$ cat src/rtl/encoder_prio_rr_if.sv
// Request/result bundle between a request bank and encoder_prio_rr.
// The master drives samples; the slave (the encoder) returns registered results.
interface encoder_prio_rr_if #(
  parameter int unsigned N = 8
) ();
  localparam int unsigned W = $clog2(N);

  logic         in_valid;
  logic [N-1:0] req;
  logic         mode;
  logic         out_valid;
  logic [W-1:0] y;
  logic         multi;
  logic         none;
  logic [W-1:0] ptr;

  modport master (
    output in_valid, req, mode,
    input  out_valid, y, multi, none, ptr
  );

  modport slave (
    input  in_valid, req, mode,
    output out_valid, y, multi, none, ptr
  );
endinterface

$ cat src/rtl/encoder_prio_rr.sv
// N:log2(N) priority encoder with registered outputs, multi/none flags and a
// selectable fixed (highest index wins) or round-robin arbitration mode.
module encoder_prio_rr #(
  parameter int unsigned N = 8
) (
  input  logic               clk,
  input  logic               rst,
  encoder_prio_rr_if.slave   bus
);
  localparam int unsigned W = $clog2(N);

  logic         out_valid_q, out_valid_d;
  logic [W-1:0] y_q, y_d;
  logic         multi_q, multi_d;
  logic         none_q, none_d;
  logic [W-1:0] ptr_q, ptr_d;

  logic [W-1:0] fix_idx, rr_lo, rr_hi, winner;
  logic         hi_found;

  // Upward scan keeps the highest set bit; downward scan keeps the lowest,
  // both overall (wrap case) and among bits at or above ptr.
  always_comb begin
    fix_idx  = '0;
    rr_lo    = '0;
    rr_hi    = '0;
    hi_found = 1'b0;
    for (int unsigned k = 0; k < N; k++) begin
      if (bus.req[k]) fix_idx = W'(k);
    end
    for (int unsigned k = N; k > 0; k--) begin
      if (bus.req[k-1]) begin
        rr_lo = W'(k - 1);
        if (W'(k - 1) >= ptr_q) begin
          rr_hi    = W'(k - 1);
          hi_found = 1'b1;
        end
      end
    end
    if (bus.mode) winner = hi_found ? rr_hi : rr_lo;
    else          winner = fix_idx;
  end

  always_comb begin
    out_valid_d = bus.in_valid;
    y_d         = y_q;
    multi_d     = multi_q;
    none_d      = none_q;
    ptr_d       = ptr_q;
    if (bus.in_valid) begin
      none_d  = ~|bus.req;
      multi_d = |(bus.req & (bus.req - N'(1)));
      y_d     = none_d ? '0 : winner;
      // N is a power of two, so the W-bit add wraps N-1 back to 0.
      if (bus.mode && !none_d) ptr_d = winner + W'(1);
    end
  end

  always_ff @(posedge clk) begin
    if (rst) begin
      out_valid_q <= 1'b0;
      y_q         <= '0;
      multi_q     <= 1'b0;
      none_q      <= 1'b0;
      ptr_q       <= '0;
    end else begin
      out_valid_q <= out_valid_d;
      y_q         <= y_d;
      multi_q     <= multi_d;
      none_q      <= none_d;
      ptr_q       <= ptr_d;
    end
  end

  assign bus.out_valid = out_valid_q;
  assign bus.y         = y_q;
  assign bus.multi     = multi_q;
  assign bus.none      = none_q;
  assign bus.ptr       = ptr_q;
endmodule

$ cat src/flat_wrapper.sv
// flat-port wrapper written by rule: the top's interface ports become plain ports
module encoder_prio_rr_flat 
#(
  parameter int unsigned N = 8
)
  (clk, rst, bus_in_valid, bus_req, bus_mode, bus_out_valid, bus_y, bus_multi, bus_none, bus_ptr);
  encoder_prio_rr_if #(.N(N)) bus_i ();
  input  logic clk;
  input  logic rst;
  input wire logic [$bits(bus_i.in_valid)-1:0] bus_in_valid;
  input wire logic [$bits(bus_i.req)-1:0] bus_req;
  input wire logic [$bits(bus_i.mode)-1:0] bus_mode;
  output wire logic [$bits(bus_i.out_valid)-1:0] bus_out_valid;
  output wire logic [$bits(bus_i.y)-1:0] bus_y;
  output wire logic [$bits(bus_i.multi)-1:0] bus_multi;
  output wire logic [$bits(bus_i.none)-1:0] bus_none;
  output wire logic [$bits(bus_i.ptr)-1:0] bus_ptr;
  assign bus_i.in_valid = bus_in_valid;
  assign bus_i.req = bus_req;
  assign bus_i.mode = bus_mode;
  assign bus_out_valid = bus_i.out_valid;
  assign bus_y = bus_i.y;
  assign bus_multi = bus_i.multi;
  assign bus_none = bus_i.none;
  assign bus_ptr = bus_i.ptr;
  encoder_prio_rr #(.N(N)) u_core (.clk(clk), .rst(rst), .bus(bus_i));
endmodule
$ cat config.mk
export PLATFORM = sky130hd
export DESIGN_NAME = encoder_prio_rr_flat
export DESIGN_NICKNAME = d
export VERILOG_FILES = /design/src/rtl/encoder_prio_rr_if.sv /design/src/rtl/encoder_prio_rr.sv /design/src/flat_wrapper.sv
export SDC_FILE = /design/constraint.sdc
export NUM_CORES = 1
export LEC_CHECK = 0
export BUFFER_PORTS_ARGS = -buffer_cell sky130_fd_sc_hd__buf_2
export CAP_MARGIN = 0
export CORE_UTILIZATION = 45
export DETAILED_ROUTE_END_ITERATION = 12
export PLACE_DENSITY_LB_ADDON = 0.25
export SYNTH_ARGS = -nofsm -noshare
export SYNTH_HDL_FRONTEND = slang
export SYNTH_SLANG_ARGS = --single-unit
$ cat constraint.sdc
create_clock -name clk -period 2.7 [get_ports clk]
set_clock_uncertainty 0.2 [all_clocks]
set_input_delay 0.54 -clock clk [delete_from_list [all_inputs] [get_ports clk]]
set_output_delay 0.54 -clock clk [all_outputs]
set_load 0.03 [all_outputs]
; ---- Word level (Yosys, flattened, before mapping)
; Index checks and enable logic that the tools add are counted.
[op_classes]
n_mux = 50
bitwise_logic = 1
n_lt_le_gt_ge = 8
reduce_logical = 5
add_sub_neg = 2
[ops]
columns = op, n
row1 = $mux W3, 33
row2 = $mux W1, 17
row3 = $reduce_or A8 Y1, 2
row4 = $ge A3 B3 Y1 const A, 4
row5 = $and A8 B8 Y8, 1
row6 = $sub A8 B1 Y8 const B, 1
row7 = $ge A1 B3 Y1 const A, 2
row8 = $ge A2 B3 Y1 const A, 2
row9 = $add A3 B1 Y3 const B, 1
row10 = $reduce_and A2 Y1, 1
row11 = $logic_and A1 B1 Y1, 1
row12 = $logic_not A1 Y1, 1
[word_totals]
out_inout_bits = 9
inputBits = 12
register_bits = 9
word_cells = 71

; ---- Depth between registers and ports, before layout
; Gate-level depths: netlist (run 1).
[logic_depth]
depth_word = 20
depth_mapped = 9
ltp_nobuf = 8

; ---- Worst setup path after synthesis (run 1)
; No wires, ideal clock.
[synth_timing]
path_kind = input to register
start = in bus_req[5]
end = reg u_core.ptr_q[1] (netlist: u_core.bus.ptr[1])
required_time_ns = 2.383
cell_stages = 8
path_buffers = 1
setup_time_ns = 0.117
arrival_time_ns = 2.049
slack_ns = 0.334
path_cell_list = buf_6 > and3b_1 > o221ai_2 > a2111o_1 > a32oi_2 > ha_1 > mux2i_1 > nor2_1
[synth_between]
elab_chain_len = 14
word_cells_on_any_way = 37
cone_classes = add/sub: 1 / mux: 33 / reduce/logical: 3
[synth_rtl]
columns = item, line_no
row1 = start: declaration, flat_wrapper.sv:11  ; input wire logic [$bits(bus_i.req)-1:0] bus_req;
row2 = $mux W3 or $mux W1 (tied branches), encoder_prio_rr.sv:32  ; if (bus.req[k-1]) begin
row3 = $mux W3 or $mux W1 (tied branches), encoder_prio_rr.sv:34  ; if (W'(k - 1) >= ptr_q) begin
row4 = $mux W3 or $mux W1 (tied branches), encoder_prio_rr.sv:32
row5 = $mux W3 or $mux W1 (tied branches), encoder_prio_rr.sv:34
row6 = $mux W3 or $mux W1 (tied branches), encoder_prio_rr.sv:32
row7 = $mux W3 or $mux W1 (tied branches), encoder_prio_rr.sv:34
row8 = $mux W3 or $mux W1 (tied branches), encoder_prio_rr.sv:32
row9 = $mux W3 or $mux W1 (tied branches), encoder_prio_rr.sv:34
row10 = $mux W3 or $mux W1 (tied branches), encoder_prio_rr.sv:32
row11 = $mux W3 or $mux W1 (tied branches), encoder_prio_rr.sv:34
row12 = $mux W3 or $mux W1 (tied branches), encoder_prio_rr.sv:32
row13 = $mux W3 (2 in series), encoder_prio_rr.sv:40  ; if (bus.mode) winner = hi_found ? rr_hi : rr_lo;
row14 = $add A3 B1 Y3, encoder_prio_rr.sv:55  ; if (bus.mode && !none_d) ptr_d = winner + W'(1);
row15 = end signal: assignment, encoder_prio_rr.sv:71  ; ptr_q <= ptr_d;
row16 = end: declaration, encoder_prio_rr.sv:16  ; logic [W-1:0] ptr_q, ptr_d;
; Parallel ways exist; a longest one is shown, timed or not.
; A chain may end at the register's enable or synchronous reset.

; ---- Final worst setup path (run 1)
[layout_timing]
start = in bus_req[0]
end = reg u_core.ptr_q[1] (netlist: u_core.bus.ptr[1])
[layout_between]
elab_chain_len = 4
word_cells_on_any_way = 9
cone_classes = add/sub: 1 / mux: 5 / reduce/logical: 3
[layout_rtl]
columns = item, line_no
row1 = $mux W3 or $mux W1 (tied branches), encoder_prio_rr.sv:32
row2 = $mux W3 (2 in series), encoder_prio_rr.sv:40
row3 = $add A3 B1 Y3, encoder_prio_rr.sv:55
; Parallel ways exist; a longest one is shown, timed or not.

==> results of run 1 <==
state kept, by name, indices dropped and copies added, names as in the netlist:
name / flops
u_core.bus.multi: 1
u_core.bus.out_valid: 1
u_core.bus.none: 1
u_core.bus.y: 3
u_core.bus.ptr: 3
metal layers:
| metal | share of wire [%] | vias up |
|---|---|---|
| met2 | 45 | 34 |
| li1 | - | 419 |
| met3 | 8.3 | 0 |
| met4 | 0 | 0 |
| met1 | 47 | 379 |
| met5 | 0 | - |
layout by cell type, fill, tap and decap left out, types with 2 or more instances in the layout:
| master | count |
|---|---|
| dfxtp_1 | 9 |
| a21oi_1 | 10 |
| nand3_1 | 3 |
| nor2b_1 | 3 |
| nand2_1 | 4 |
| a32o_1 | 2 |
| nor2_1 | 14 |
| nor3_1 | 2 |
| o21ai_0 | 8 |
| nor4_2 | 2 |
| buf_2 | 20 |
| clkbuf_4 | 3 |
| nand2b_1 | 6 |
| inv_1 | 5 |
| o22ai_1 | 2 |
final timing paths:
path | end | slack (ns) | start
worst max-delay path | u_core.bus.ptr[1] | 0.30 | bus_req[0]
worst min-delay path | u_core.bus.y[0] | 0.27 | u_core.bus.y[0]
worst max register to register | u_core.bus.ptr[1] | 0.35 | u_core.bus.ptr[0]
worst min register to register | u_core.bus.y[0] | 0.27 | u_core.bus.y[0]
power groups by stage:
stage	combinational [mW]	clock, mW	sequential (mW)
2_1_floorplan	0.0847	0	0.171
6_report	0.132	0.102	0.153
5_1_grt	0.145	0.114	0.155
4_1_cts	0.131	0.107	0.153
3_3_place_gp	0.131	0	0.156
3_5_place_dp	0.131	0	0.156
critical path: cells and delay by family:
kind | cells | cell delay [ns]
buffers and inverters | 1 | 0.14
AOI/OAI and AO/OA | 3 | 0.90
adders and majority gates | 1 | 0.26
muxes | 1 | 0.14
and+or+nand+nor | 3 | 0.35
cells by family after synthesis:
kind of cell | count (synthesis)
AND/OR/NAND/NOR | 42
AO/OA/AOI/OAI | 38
buffers and inverters | 12
flip-flops | 9
XOR/XNOR | 1
multiplexers | 1
adder cells (fa/ha/maj) | 1
metrics by stage:
step | util [%] | hold WS [ns] | cells | power (mW)
2_1_floorplan | - | 0.3970 | 104 | 0.2559
3_3_place_gp | 55.49 | 0.2507 | 142 | 0.2867
4_1_cts | 57.14 | 0.2766 | 146 | 0.3913
5_1_grt | 57.14 | 0.3001 | 146 | 0.4135
6_report | 57.14 | 0.2715 | 146 | 0.3868
3_5_place_dp | 55.49 | 0.2613 | 142 | 0.2864
cell type report:
type	instances	area (um2)	share of cell area, %
multi-input combinational	83	548.0	60.16
sequential	9	180.2	19.78
timing repair buffer	21	107.6	11.81
tap	24	30.03	3.297
clock buffer	4	26.28	2.885
inverter	5	18.77	2.060
==> flow_summary.yaml, run 1 <==
placement:
  port_buffers: 20
  dp_hpwl_um: 1393
  gp_congestion: 0.8797
  placed_area_um2: 884.6
  pre_cts_ws_ns: 0.06876
global_route:
  grt_pass1_vias: 684
  grt_pass1_wl_um: 2973
  met3_usage_pct: 7.755
  grt_max_degree: 12
  grt_util_met2_pct: 32.35
  gr-total-overflow: 0
  track_usage_pct: 20.57
  grt.met1_usage_pct: 27.83
  grt_most_used_layer: "met2"
  antenna_found_initial: 0
logic_synthesis:
  ys_ff_latch: 9
  synth.most_common_cell: "nor2_1"
  synth.area.top_cells: "dfxtp_1, nor2_1, a21oi_1"
  synth_compound_area_share_pct: 34.26
  yosys_most_used_dff: "dfxtp_1"
  seq_area_frac_synth_pct: 22.22
  synthTopCellsByCount: "nor2_1, a21oi_1, dfxtp_1"
  yosys.area.top_type: "dfxtp_1"
  synth.distinct_cells: 44
  post_synth_fa_ha_maj_area_fraction_pct: 1.543
  ys.warnings.count: 0
  synth_area_per_cell_um2: 7.796
  yosys.area.top_type_share_pct: 22.22
  synth_top_family_by_area: "compound AO/OA/AOI/OAI gates"
  synth_edf_count: 0
  async_flop_share_pct: 0
  synthXorXnorAreaFrac_pct: 1.080
  synth_mux_area_share_pct: 1.235
  synth-simple-area-share_pct: 29.48
  syn_nets: 117
  syn_inst: 104
  syn-cell-area_um2: 810.8
die:
  die_area_um2: 1975
  die_h_um: 44.45
  rows: 14
  start_util_pct: 50.86
  chipWidth_um: 44.45
  core_area_um2: 1594
  ios: 21
clock_tree:
  cts.htree.levels: 1
  clkTransAtPathRegs_ns: 0.06
  cts_sinks: 9
  clkLatencyLatePin_ns: 0.25
  cts_resized: 0
  cts_root_buf: "clkbuf_4"
  cts_setup_buffers: 0
  cts_buffer_depth: 2
  hold_buffers: 0
  numCtsBuffers: 3
  cts_tree: "yes"
detailed_routing:
  vias: 832
  drc: 0
  ant_nets: 0
  dr.pass1.iters: 4
  viasPerCell: 5.699
  wl_per_cell_um: 12.47
  finalWirelength_um: 1821
  drt-initial-drc-count: 15
finish:
  synthToLayoutAreaGrowth_pct: 12.35
  drive_gt1_share_pct: 27.87
  final_area_um2: 910.9
  diodes: 0
  fin_nets: 136
  fill_cells: 152
timing:
  setup-violations-final: 0
  worst_slew_pin_slew_ns: 0.3714
  final.min_clock_period_ns: 2.399
  setup_slack_ns: 0.3010
  finalCritPeriodShare_pct: 88.85
  rsz0062_at_grt: "no"
  hold_viol: 0
  tns_ns: 0
  fmax_ghz: 0.4168
  maxSlewViolCount: 0
  slew_headroom_pct: 75.03
worst_setup_path:
  startpoint_type: "primary input"
  slowest_delay_ns: 0.39
  crit_fanout: 6
  critPathSlowestCell: "a2111o_1"
  critical_path_arrival_ns: 2.34
  criticalPathCategory: "in -> reg"
  r2r.worst_path.cells: 8
  cp.required_ns: 2.64
  crit_path_end_kind: "register"
  worstPathCellList: "buf_2, nor2b_1, o21ai_0, nand2_1, a2111o_1, a32oi_2, ha_1, mux2i_1, nor2_1"
power:
  clock_power_share_pct: 26.3
  netSwitchingFraction_pct: 35.32
  combPwrFrac_pct: 34.2
  switchingPower_mw: 0.1366
  powerDensity_nw_per_um2: 424.6
  ir_drop_v: 0.0002996
  p_leak_nw: 0.3841
  p_int_mw: 0.2501
  seqPwrFrac_pct: 39.5
min_path:
  hold_path_class: "reg -> reg"
  min_path_cells: 1
status:
  status: "finished clean"
job:
  cap_violations: 0
(Power assumes the default switching activity.)
==> run 2: changes to the inputs <==
- GPL_TIMING_DRIVEN: default -> 0
==> run 2 against run 1 <==
Compared with the run above: fmax up 0.17%; routed wire length up 3.8%; via count up 2.5%; cell area up 4.0%; flip-flop and latch count unchanged; clock power about the same; largest power group unchanged.
==> flow_summary.yaml, run 2 (synthesized netlist as in run 1, its figures left out) <==
job:
  cap_violations: 0
timing:
  setup-violations-final: 0
  fmax_ghz: 0.4175
  holdWs_ns: 0.2623
  slew_headroom_pct: 72.22
  rsz0062_at_grt: "no"
  setup_slack_ns: 0.3050
  tns_ns: 0
  maxSlewViolCount: 0
  worst_slew_pin_slew_ns: 0.4133
  final.min_clock_period_ns: 2.395
  finalCritPeriodShare_pct: 88.70
  hold_viol: 0
die:
  die_area_um2: 1975
  start_util_pct: 50.86
  die_h_um: 44.45
  rows: 14
  core_area_um2: 1594
  chipWidth_um: 44.45
  ios: 21
power:
  seqPwrFrac_pct: 38.2
  switchingPower_mw: 0.1378
  p_leak_nw: 0.3968
  powerDensity_nw_per_um2: 416.1
  combPwrFrac_pct: 36.1
  clock_power_share_pct: 25.7
  netSwitchingFraction_pct: 34.97
  ir_drop_v: 0.0003755
  p_int_mw: 0.2563
worst_setup_path:
  cp.required_ns: 2.69
  critPathTopFamily: "compound AO/OA/AOI/OAI gates"
  criticalPathCategory: "in -> reg"
  slowest_delay_ns: 0.39
  crit_buf_inv: 1
  crit_fanout: 6
  startpoint_type: "primary input"
  critPathSlowestCell: "a2111o_1"
  crit_path_end_kind: "register"
  worstPathCellList: "buf_2, nor2b_1, o21ai_0, nand2_1, a2111o_1, a32oi_2, ha_1, xnor2_1, a211oi_2"
  critical_path_arrival_ns: 2.38
placement:
  dp_hpwl_um: 1414
  pre_cts_ws_ns: 0.08227
  port_buffers: 16
  placed_area_um2: 920.9
  gp_congestion: 0.8680
  dp_cells: 144
detailed_routing:
  drc: 0
  viasPerCell: 5.764
  finalWirelength_um: 1890
  drt-initial-drc-count: 36
  wl_per_cell_um: 12.77
  dr.pass1.iters: 4
  vias: 853
  ant_nets: 0
clock_tree:
  cts_sinks: 9
  hold_buffers: 0
  cts_buffer_depth: 2
  cts_resized: 0
  numCtsBuffers: 3
  clkLatencyLatePin_ns: 0.26
  cts.htree.levels: 1
  cts_root_buf: "clkbuf_4"
  clkTransAtPathRegs_ns: 0.05
  cts_tree: "yes"
  cts_setup_buffers: 0
finish:
  instances_no_fill: 148
  fin_nets: 138
  final_common_cell: "buf_2"
  drive_gt1_share_pct: 28.23
  final_cell_mix: "buf_2, nor2_1, a21oi_1"
  synthToLayoutAreaGrowth_pct: 16.82
  diodes: 0
  final_area_um2: 947.2
  fill_cells: 161
min_path:
  hold_path_class: "reg -> reg"
global_route:
  track_usage_pct: 22.62
  grt_pass1_wl_um: 3291
  gr-total-overflow: 0
  grt_pass1_vias: 736
  grt_max_degree: 11
  antenna_found_initial: 0
status:
  status: "finished clean"
run 2: layout make-up:
cell class	count	area [um2]	area share (%)
Multi-Input combinational cell	83	548.0	57.86
Sequential cell	9	180.2	19.02
Inverter	5	18.77	1.982
Clock buffer	4	26.28	2.774
Buffer	7	63.81	6.737
Tap cell	24	30.03	3.170
Timing Repair Buffer	16	80.08	8.454
run 2: per-layer routing:
layer	track usage (%)	vias up	wire length, um
li1	-	427	-
met1	30.69	387	915
met2	33.82	31	840
met3	6.122	8	97
met4	9.091	0	37
met5	0	-	0
run 2: worst reg2reg max path, stage by stage, from the launching register on:
cell      delay, ns
dfxtp_1        0.44
nor2b_1        0.09
o21ai_0        0.28
nand2_1        0.16
a2111o_1       0.39
a32oi_2        0.24
ha_1           0.19
xnor2_1        0.09
a211oi_2       0.21
run 2: metrics by stage:
stage / util, % / power (mW)
5_1_grt: 59.42 / 0.4223
3_5_place_dp: 57.77 / 0.2942
6_report: 59.42 / 0.3941
3_3_place_gp: 57.77 / 0.2916
4_1_cts: 59.42 / 0.3982
2_1_floorplan: - / 0.2559
run 2: power groups by stage:
| stage | clock [mW] | sequential [mW] | combinational, mW |
|---|---|---|---|
| floorplan | 0 | 0.171 | 0.0847 |
| global placement | 0 | 0.153 | 0.139 |
| detailed placement | 0 | 0.153 | 0.141 |
| CTS | 0.106 | 0.151 | 0.142 |
| global route | 0.115 | 0.152 | 0.156 |
| finish | 0.101 | 0.151 | 0.142 |
run 2: path summary, 6_finish.rpt:
path / from / end / slack [ns] / cells past startpoint
max: bus_req[0] / u_core.bus.ptr[2] / 0.30 / 9
min: u_core.bus.y[0] / u_core.bus.y[0] / 0.26 / 1
max reg2reg: u_core.bus.ptr[0] / u_core.bus.ptr[2] / 0.32 / 8
min reg2reg: u_core.bus.y[0] / u_core.bus.y[0] / 0.26 / 1
